$ cat src/rtl/polar_frame_builder_if.sv
// Sample-stream bus for polar_frame_builder: enable, input samples and the
// framed output stream with its control strobes.
interface polar_frame_builder_if #(
  parameter int DATA_W = 1
);
  logic              enb;
  logic [DATA_W-1:0] dataIn;
  logic              validIn;
  logic [DATA_W-1:0] dataOut;
  logic              ctrlOut_start;
  logic              ctrlOut_end;
  logic              ctrlOut_valid;
  logic              frameEnd;
  logic              frameErr;
  logic              busy;

  modport master (
    output enb, dataIn, validIn,
    input  dataOut, ctrlOut_start, ctrlOut_end, ctrlOut_valid,
           frameEnd, frameErr, busy
  );

  modport slave (
    input  enb, dataIn, validIn,
    output dataOut, ctrlOut_start, ctrlOut_end, ctrlOut_valid,
           frameEnd, frameErr, busy
  );
endinterface

$ cat src/rtl/polar_frame_builder.sv
// Groups a qualified sample stream into FRAME_LEN-sample frames with start/end
// strobes and a gap timeout. Define POLAR_FRAME_PAD_EN to zero-pad aborted frames.
//
// state | meaning
// IDLE  | waiting for the first sample of a frame
// RUN   | frame in progress, counting samples and idle cycles
// PAD   | (POLAR_FRAME_PAD_EN) emitting zero samples to finish an aborted frame
module polar_frame_builder #(
  parameter int DATA_W    = 1,
  parameter int FRAME_LEN = 1024,
  parameter int GAP_MAX   = 16
) (
  input logic                  clk,
  input logic                  reset_n,
  polar_frame_builder_if.slave pfb
);

  localparam int CNT_W = $clog2(FRAME_LEN + 1);
  localparam int GAP_W = (GAP_MAX > 0) ? $clog2(GAP_MAX + 1) : 1;
  localparam logic [CNT_W-1:0] CNT_LAST = CNT_W'(FRAME_LEN - 1);
  localparam logic [GAP_W-1:0] GAP_LAST = GAP_W'((GAP_MAX > 0) ? GAP_MAX - 1 : 0);

`ifdef POLAR_FRAME_PAD_EN
  typedef enum logic [1:0] {IDLE = 2'd0, RUN = 2'd1, PAD = 2'd2} state_t;
`else
  typedef enum logic [1:0] {IDLE = 2'd0, RUN = 2'd1} state_t;
`endif

  state_t            state, state_nxt;
  logic [CNT_W-1:0]  cnt, cnt_nxt;
  logic [GAP_W-1:0]  gap, gap_nxt;
  logic [DATA_W-1:0] data_q, data_nxt;
  logic              start_q, start_nxt;
  logic              end_q, end_nxt;
  logic              valid_q, valid_nxt;
  logic              err_q, err_nxt;

  always_ff @(posedge clk or negedge reset_n) begin
    if (!reset_n) begin
      state   <= IDLE;
      cnt     <= '0;
      gap     <= '0;
      data_q  <= '0;
      start_q <= 1'b0;
      end_q   <= 1'b0;
      valid_q <= 1'b0;
      err_q   <= 1'b0;
    end else if (pfb.enb) begin
      state   <= state_nxt;
      cnt     <= cnt_nxt;
      gap     <= gap_nxt;
      data_q  <= data_nxt;
      start_q <= start_nxt;
      end_q   <= end_nxt;
      valid_q <= valid_nxt;
      err_q   <= err_nxt;
    end
  end

  always_comb begin
    state_nxt = state;
    cnt_nxt   = cnt;
    gap_nxt   = gap;
    data_nxt  = '0;
    start_nxt = 1'b0;
    end_nxt   = 1'b0;
    valid_nxt = 1'b0;
    err_nxt   = 1'b0;
    case (state)
      IDLE: begin
        if (pfb.validIn) begin
          data_nxt  = pfb.dataIn;
          valid_nxt = 1'b1;
          start_nxt = 1'b1;
          gap_nxt   = '0;
          if (FRAME_LEN == 1) begin
            end_nxt = 1'b1;
            cnt_nxt = '0;
          end else begin
            cnt_nxt   = CNT_W'(1);
            state_nxt = RUN;
          end
        end
      end
      RUN: begin
        if (pfb.validIn) begin
          // an arriving sample always beats a pending timeout
          data_nxt  = pfb.dataIn;
          valid_nxt = 1'b1;
          gap_nxt   = '0;
          if (cnt == CNT_LAST) begin
            end_nxt   = 1'b1;
            cnt_nxt   = '0;
            state_nxt = IDLE;
          end else begin
            cnt_nxt = cnt + CNT_W'(1);
          end
        end else if (GAP_MAX > 0) begin
          if (gap == GAP_LAST) begin
            err_nxt = 1'b1;
            gap_nxt = '0;
`ifdef POLAR_FRAME_PAD_EN
            state_nxt = PAD;
`else
            cnt_nxt   = '0;
            state_nxt = IDLE;
`endif
          end else begin
            gap_nxt = gap + GAP_W'(1);
          end
        end
      end
`ifdef POLAR_FRAME_PAD_EN
      PAD: begin
        // input samples are dropped; the count carries on from the aborted frame
        valid_nxt = 1'b1;
        if (cnt == CNT_LAST) begin
          end_nxt   = 1'b1;
          cnt_nxt   = '0;
          state_nxt = IDLE;
        end else begin
          cnt_nxt = cnt + CNT_W'(1);
        end
      end
`endif
      default: begin
        state_nxt = IDLE;
        cnt_nxt   = '0;
        gap_nxt   = '0;
      end
    endcase
  end

  assign pfb.dataOut       = data_q;
  assign pfb.ctrlOut_start = start_q;
  assign pfb.ctrlOut_end   = end_q;
  assign pfb.ctrlOut_valid = valid_q;
  assign pfb.frameEnd      = end_q;
  assign pfb.frameErr      = err_q;
  assign pfb.busy          = (state != IDLE);

endmodule

$ cat src/flat_wrapper.sv
// flat-port wrapper written by rule: the top's interface ports become plain ports
module polar_frame_builder_flat 
#(
  parameter int DATA_W    = 1,
  parameter int FRAME_LEN = 1024,
  parameter int GAP_MAX   = 16
)
  (clk, reset_n, pfb_enb, pfb_dataIn, pfb_validIn, pfb_dataOut, pfb_ctrlOut_start, pfb_ctrlOut_end, pfb_ctrlOut_valid, pfb_frameEnd, pfb_frameErr, pfb_busy);
  polar_frame_builder_if #(.DATA_W(DATA_W)) pfb_i ();
  input logic clk;
  input logic reset_n;
  input wire logic [$bits(pfb_i.enb)-1:0] pfb_enb;
  input wire logic [$bits(pfb_i.dataIn)-1:0] pfb_dataIn;
  input wire logic [$bits(pfb_i.validIn)-1:0] pfb_validIn;
  output wire logic [$bits(pfb_i.dataOut)-1:0] pfb_dataOut;
  output wire logic [$bits(pfb_i.ctrlOut_start)-1:0] pfb_ctrlOut_start;
  output wire logic [$bits(pfb_i.ctrlOut_end)-1:0] pfb_ctrlOut_end;
  output wire logic [$bits(pfb_i.ctrlOut_valid)-1:0] pfb_ctrlOut_valid;
  output wire logic [$bits(pfb_i.frameEnd)-1:0] pfb_frameEnd;
  output wire logic [$bits(pfb_i.frameErr)-1:0] pfb_frameErr;
  output wire logic [$bits(pfb_i.busy)-1:0] pfb_busy;
  assign pfb_i.enb = pfb_enb;
  assign pfb_i.dataIn = pfb_dataIn;
  assign pfb_i.validIn = pfb_validIn;
  assign pfb_dataOut = pfb_i.dataOut;
  assign pfb_ctrlOut_start = pfb_i.ctrlOut_start;
  assign pfb_ctrlOut_end = pfb_i.ctrlOut_end;
  assign pfb_ctrlOut_valid = pfb_i.ctrlOut_valid;
  assign pfb_frameEnd = pfb_i.frameEnd;
  assign pfb_frameErr = pfb_i.frameErr;
  assign pfb_busy = pfb_i.busy;
  polar_frame_builder #(.DATA_W(DATA_W), .FRAME_LEN(FRAME_LEN), .GAP_MAX(GAP_MAX)) u_core (.clk(clk), .reset_n(reset_n), .pfb(pfb_i));
endmodule
$ cat config.mk
export PLATFORM = sky130hd
export DESIGN_NAME = polar_frame_builder_flat
export DESIGN_NICKNAME = d
export VERILOG_FILES = /design/src/rtl/polar_frame_builder_if.sv /design/src/rtl/polar_frame_builder.sv /design/src/flat_wrapper.sv
export SDC_FILE = /design/constraint.sdc
export NUM_CORES = 1
export LEC_CHECK = 0
export ABC_AREA = 1
export BUFFER_PORTS_ARGS = -buffer_cell sky130_fd_sc_hd__buf_2
export CAP_MARGIN = 0
export CORE_MARGIN = 3
export CORE_UTILIZATION = 33
export CTS_BUF_LIST = sky130_fd_sc_hd__clkbuf_16
export DETAILED_ROUTE_END_ITERATION = 8
export HOLD_SLACK_MARGIN = 0.05
export PLACE_DENSITY = 0.5
export SKIP_LAST_GASP = 1
export SLEW_MARGIN = 0
export SYNTH_ARGS = -nofsm -noshare
export SYNTH_HDL_FRONTEND = slang
export SYNTH_SLANG_ARGS = --single-unit
$ cat constraint.sdc
create_clock -name clk -period 1.3 [get_ports clk]
set_input_delay 0.065 -clock clk [delete_from_list [all_inputs] [get_ports clk]]
set_output_delay 0.065 -clock clk [all_outputs]
set_load 0.005 [all_outputs]
=== Word-level counts from Yosys, hierarchy flattened ===
Cells that the tools add are included.

* Register bits: 23
* Output and inout port bits: 7
* Word-level logic and storage cells: 47

* Add/sub/neg operators: 2
* Equality and inequality tests: 6
* Mux-type cells: 25
* Reduce and logical (&&, ||, !) cells: 6

{| class="wikitable"
|+ Operators with widths
! cell !! number
|-
| $mux W11 || 4
|-
| $pmux W11 S2 || 1
|-
| $mux W5 || 3
|-
| $add A11 B1 Y11 const B || 1
|-
| $eq A11 B10 Y1 const B || 1
|-
| $mux W1 || 11
|-
| $pmux W5 S2 || 1
|-
| $mux W2 || 4
|-
| $ne A3 B2 Y1 const B || 2
|-
| $add A5 B1 Y5 const B || 1
|-
| $eq A5 B4 Y1 const B || 1
|-
| $pmux W2 S2 || 1
|-
| $reduce_and A4 Y1 || 1
|-
| $reduce_and A3 Y1 || 1
|-
| $eq A2 B1 Y1 const B || 1
|-
| $logic_not A2 Y1 || 1
|-
| $ne A2 B2 Y1 const B || 1
|-
| $reduce_and A2 Y1 || 1
|-
| $reduce_bool A2 Y1 || 1
|-
| $reduce_or A2 Y1 || 1
|}

=== Logic depth before layout (Yosys ltp) ===
* Word-level depth: 4
* Gate-level depth with buffers: 9
* Depth with buffers taken out: 9

=== Worst setup path before layout ===
No wires, ideal clock.

* Path type: reg-to-reg
* Start point: register u_core.gap[0]
* End point: register u_core.cnt[7]
* Library setup time: 0.119 ns
* Arrival time: 1.174 ns
* Data required time: 1.181 ns
* Slack: 0.007 ns
* Stages on the path, launching flop included: 10
* Cell sequence: dfrtp_1 > ha_1 > inv_1 > nor2_1 > nand3_2 > nand2_4 > buf_6 > nand3_1 > nand2_1 > nor2_1

* Cells in the longest elaborated chain, start to end: 3

{| class="wikitable"
|+ Ends and longest elaborated chain
! item !! RTL line !! source
|-
| start: declaration || polar_frame_builder.sv:31 || <nowiki>logic [GAP_W-1:0] gap, gap_nxt;</nowiki>
|-
| start signal: assignment || polar_frame_builder.sv:51 || <nowiki>gap <= gap_nxt;</nowiki>
|-
| $eq A5 B4 Y1 || polar_frame_builder.sv:99 || <nowiki>if (gap == GAP_LAST) begin</nowiki>
|-
| $ne A3 B2 Y1 (no line) || -- ||
|-
| $reduce_and A3 Y1 (no line) || -- ||
|-
| end signal: assignment || polar_frame_builder.sv:50 || <nowiki>cnt <= cnt_nxt;</nowiki>
|-
| end: declaration || polar_frame_builder.sv:30 || <nowiki>logic [CNT_W-1:0] cnt, cnt_nxt;</nowiki>
|}

No other way between the ends.
A chain may end at the register's enable or synchronous reset.

=== Worst setup path in the final report ===
* Start point: register u_core.gap[0]
* End point: register u_core.cnt[3]

Same word-level chain as after synthesis.

==> impl_metrics.csv <==
group,metric,value,unit
finish,syn2layout_area_growth,41.3,%
route,drtAntennaViolNets,0,
place,dp_hpwl,1830,um
logic_synthesis,synth-edff-count,0,
die,rows,20,
finish,antenna_cells,0,
route,drcViolationCount,0,
logic_synthesis,synth_nets,158,
worst_setup_path,worstPathRequired,1.44,ns
clock_tree,insertion_delay,0.25,ns
logic_synthesis,ys_async_sr_fraction,100,%
timing,slew-limit-headroom,67.0,%
grt,grt.met1_usage,20.6,%
die,die_w,65.0,um
die,die_area,0.00422,sq mm
grt,grt_pass1_wl,4810,um
worst_setup_path,path_class,"flip-flop to flip-flop",
worst_setup_path,slowest_delay,0.38,ns
die,start_util,36.1,%
timing,finalCritPeriodShare,102,%
worst_setup_path,reg2reg_from,"u_core.gap[0]$_DFFE_PN0P_",
logic_synthesis,synth-main-ff-cell,"dfrtp_1",
timing,fin_hold_ws,0.0940,ns
route,wire_per_inst,11.4,um
finish,layout.cells.non_filler,233,
place,gp_congestion,0.808,
route,wirelength,2660,um
logic_synthesis,synth_seq_cells,22,
clock_tree,cts_inserted_buffers,3,
hold_path,hold_path.class,"input pin to flip-flop",
logic_synthesis,synthTopCellsByArea,"dfrtp_1 (48%), nand2_1 (13%), inv_1 (7.8%), nor2_1 (6.9%), nand3_1 (4.8%)",
route,drt_pre_antenna_iters,4,
worst_setup_path,startpoint,"u_core.gap[0]$_DFFE_PN0P_",
power_and_ir_drop,vdd_ir_drop_max,0.473,mV
timing,min_period,1.33,ns
timing,final.setup.tns,-0.0629,ns
worst_setup_path,worstSetupEndpointType,"flip-flop",
outcome,status,"complete, but fails checks",
worst_setup_path,timing.reg2reg.setup_slack,-0.03,ns
worst_setup_path,crit_chain,"ha_2, inv_2, nor2_4, nand3_4, nand2_8, buf_6, a21oi_2, nor2_1",
timing,hold_viol_final,0,
power_and_ir_drop,p_per_area,1200,mW/mm^2
logic_synthesis,synth_area,0.00115,sq mm
worst_setup_path,r2r_cells,8,
timing,rsz0062_at_grt,"true",
grt,grt_max_degree,23,
timing,max_freq,751,MHz
clock_tree,cts_sinks,22,
finish,layout-drive-gt1-share,32.3,%
route,via_per_inst,4.62,
logic_synthesis,ys_warn_count,0,
timing,setup_viol,3,
worst_setup_path,cp_max_fo,8,
logic_synthesis,yosysTopAreaCell,"dfrtp_1",
clock_tree,cts.clk_slew.worst_paths,0.06,ns
clock_tree,clockRootBuffer,"clkbuf_16",
die,ioPinCount,12,
timing,drv_slew,0,
logic_synthesis,seq_area_frac_synth,47.9,%
clock_tree,cts-htree-levels,1,
timing,tightest_slew,0.495,ns
timing,layout_setup_ws,-0.0312,ns
worst_setup_path,endpoint,"u_core.cnt[3]$_DFFE_PN0P_",
logic_synthesis,ys_types,21,
worst_setup_path,timing.rr.end,"u_core.cnt[3]$_DFFE_PN0P_",
grt,overflow,0,
grt,antenna_found_initial,0,
finish,nNetsFinal,198,
route,num_vias,1077,
place,place_inst,222,
place,portBuffers,11,
die,core,0.00318,sq mm
route,first_iter_violations,49,
worst_setup_path,cp-start-kind,"flip-flop",
die,dieHeight,65.0,um
power_and_ir_drop,leakagePower,0.822,nW
worst_setup_path,crit_slowest_cell,"dfrtp_1",
clock_tree,cts_tree,"yes",
worst_setup_path,arrival,1.48,ns
outcome,violations,"setup timing",
clock_tree,cts_buffer_depth,2,
grt,grtUsageMet2,21.5,%
grt,grt.met3_usage,1.91,%
grt,grt.busiest_layer,"met2",
logic_synthesis,synth_top_area_share,47.9,%
job,maxCapViolCount,0,
logic_synthesis,avgSynthCellArea,7.61,sq um
timing,clock_skew,0.00413,ns
grt,grt_pass1_vias,1077,
grt,grt_util_all_layers,14.5,%
logic_synthesis,netlist_instances,151,
-- final cells by class --
class                   count  area (sq um)
multi-input cells         104           588
flip-flops and latches     22           551
inverters                  24          95.1
well taps                  44          55.1
clock buffers               3          75.1
fillers                   327          1560
repair buffers             36           259
-- worst min-delay path by stage --
stage / startpoint / to / slack [ns] / depth (start not counted)
global route: pfb_validIn / u_core.pfb.frameErr$_DFFE_PN0P_ / 0.11 / 2
floorplan: reset_n / u_core.cnt[0]$_DFFE_PN0P_ / -0.23 / 0
detailed placement: reset_n / u_core.pfb.ctrlOut_valid$_DFFE_PN0P_ / 0.06 / 1
CTS: pfb_validIn / u_core.pfb.frameErr$_DFFE_PN0P_ / 0.1 / 2
global placement: reset_n / u_core.pfb.ctrlOut_valid$_DFFE_PN0P_ / 0.06 / 1
finish: pfb_validIn / u_core.pfb.frameErr$_DFFE_PN0P_ / 0.09 / 2
-- cells in the mapped netlist, types with 2 or more instances --
cell type and n:
nand4_1 3, o22ai_1 2, inv_1 24, a21oi_1 7, nor3_1 3, nand2_1 40
o21ai_0 5, ha_1 2, xor2_1 2, dfrtp_1 22, nand3_1 11, nor2_1 21
-- cell usage in the layout (no fill, tap or decap), drive strengths merged --
cell	netlist	routed
nand2	42	43
buf	2	34
inv	24	24
dfrtp	22	22
nor2	21	21
nand3	12	12
a21oi	7	7
o21ai	6	6
nand4	3	3
nor3	3	3
clkbuf	0	3
xor2	2	2
o22ai	2	2
ha	2	2
dlygate4sd3	0	2
nor3b	1	1
a21boi	1	1
o32ai	1	1
-- logic make-up (layout without fill, tap and decap cells) --
| logic type | Yosys count | in the layout | share of synthesized area (%) |
|---|---|---|---|
| AOI/OAI and AO/OA | 17 | 17 | 8.17 |
| xor gates and xnor gates | 2 | 2 | 1.53 |
| buffers and inverters | 26 | 63 | 9.48 |
| DFF | 22 | 22 | 47.9 |
| and+or+nand+nor | 82 | 83 | 30.7 |
| adders and majority gates | 2 | 2 | 2.18 |
-- metal layers --
metal | vias up | wire length [um]
li1 | 554 | -
met3 | 4 | 94
met1 | 502 | 1320
met4 | 0 | 40
met5 | - | 0
met2 | 17 | 1210
-- critical path: cells and delay by family, from the launching register on --
family | cells | cell delay [ns]
and+or+nand+nor | 4 | 0.31
buffers and inverters | 2 | 0.25
DFF | 1 | 0.38
AOI/OAI and AO/OA | 1 | 0.10
adders and majority gates | 1 | 0.18
-- repair_timing --
item / 4_1_cts / 5_1_grt
hold endpoints to repair: 23 / 0
gates cloned: 1 / 0
endpoints found under the setup margin: 12 / 15
buffers inserted: 2 / 3
gates resized for setup: 19 / 14
pin swaps: 6 / 2
hold buffers: 2 / 0
-- where the power goes --
| part | internal (mW) | switching [mW] | total [mW] | leakage, nW |
|---|---|---|---|---|
| Clock | 0.406 | 0.234 | 0.640 | 0.0370 |
| Combinational | 0.254 | 0.262 | 0.516 | 0.489 |
| Sequential | 0.752 | 0.0427 | 0.795 | 0.296 |
-- per-stage QoR --
stage	cell area (sq um)	util, %	power (mW)	setup slack, ns
after floorplan	1150	-	1.00	0.00717
after global placement	1380	43.3	1.20	-0.105
after detailed placement	1380	43.3	1.21	-0.136
after CTS	1560	49.0	1.90	-0.0245
after global routing	1620	51.1	2.08	-0.115
final	1620	51.1	1.95	-0.0312
-- sequential cells by signal, summed over array words and instances (netlist names) --
signal	cells
u_core.cnt	11
u_core.gap	5
u_core.pfb.ctrlOut_end	1
u_core.pfb.ctrlOut_start	1
u_core.pfb.ctrlOut_valid	1
u_core.pfb.dataOut	1
u_core.pfb.frameErr	1
u_core.state	1
No activity file was read; power rests on OpenSTA's default activity.
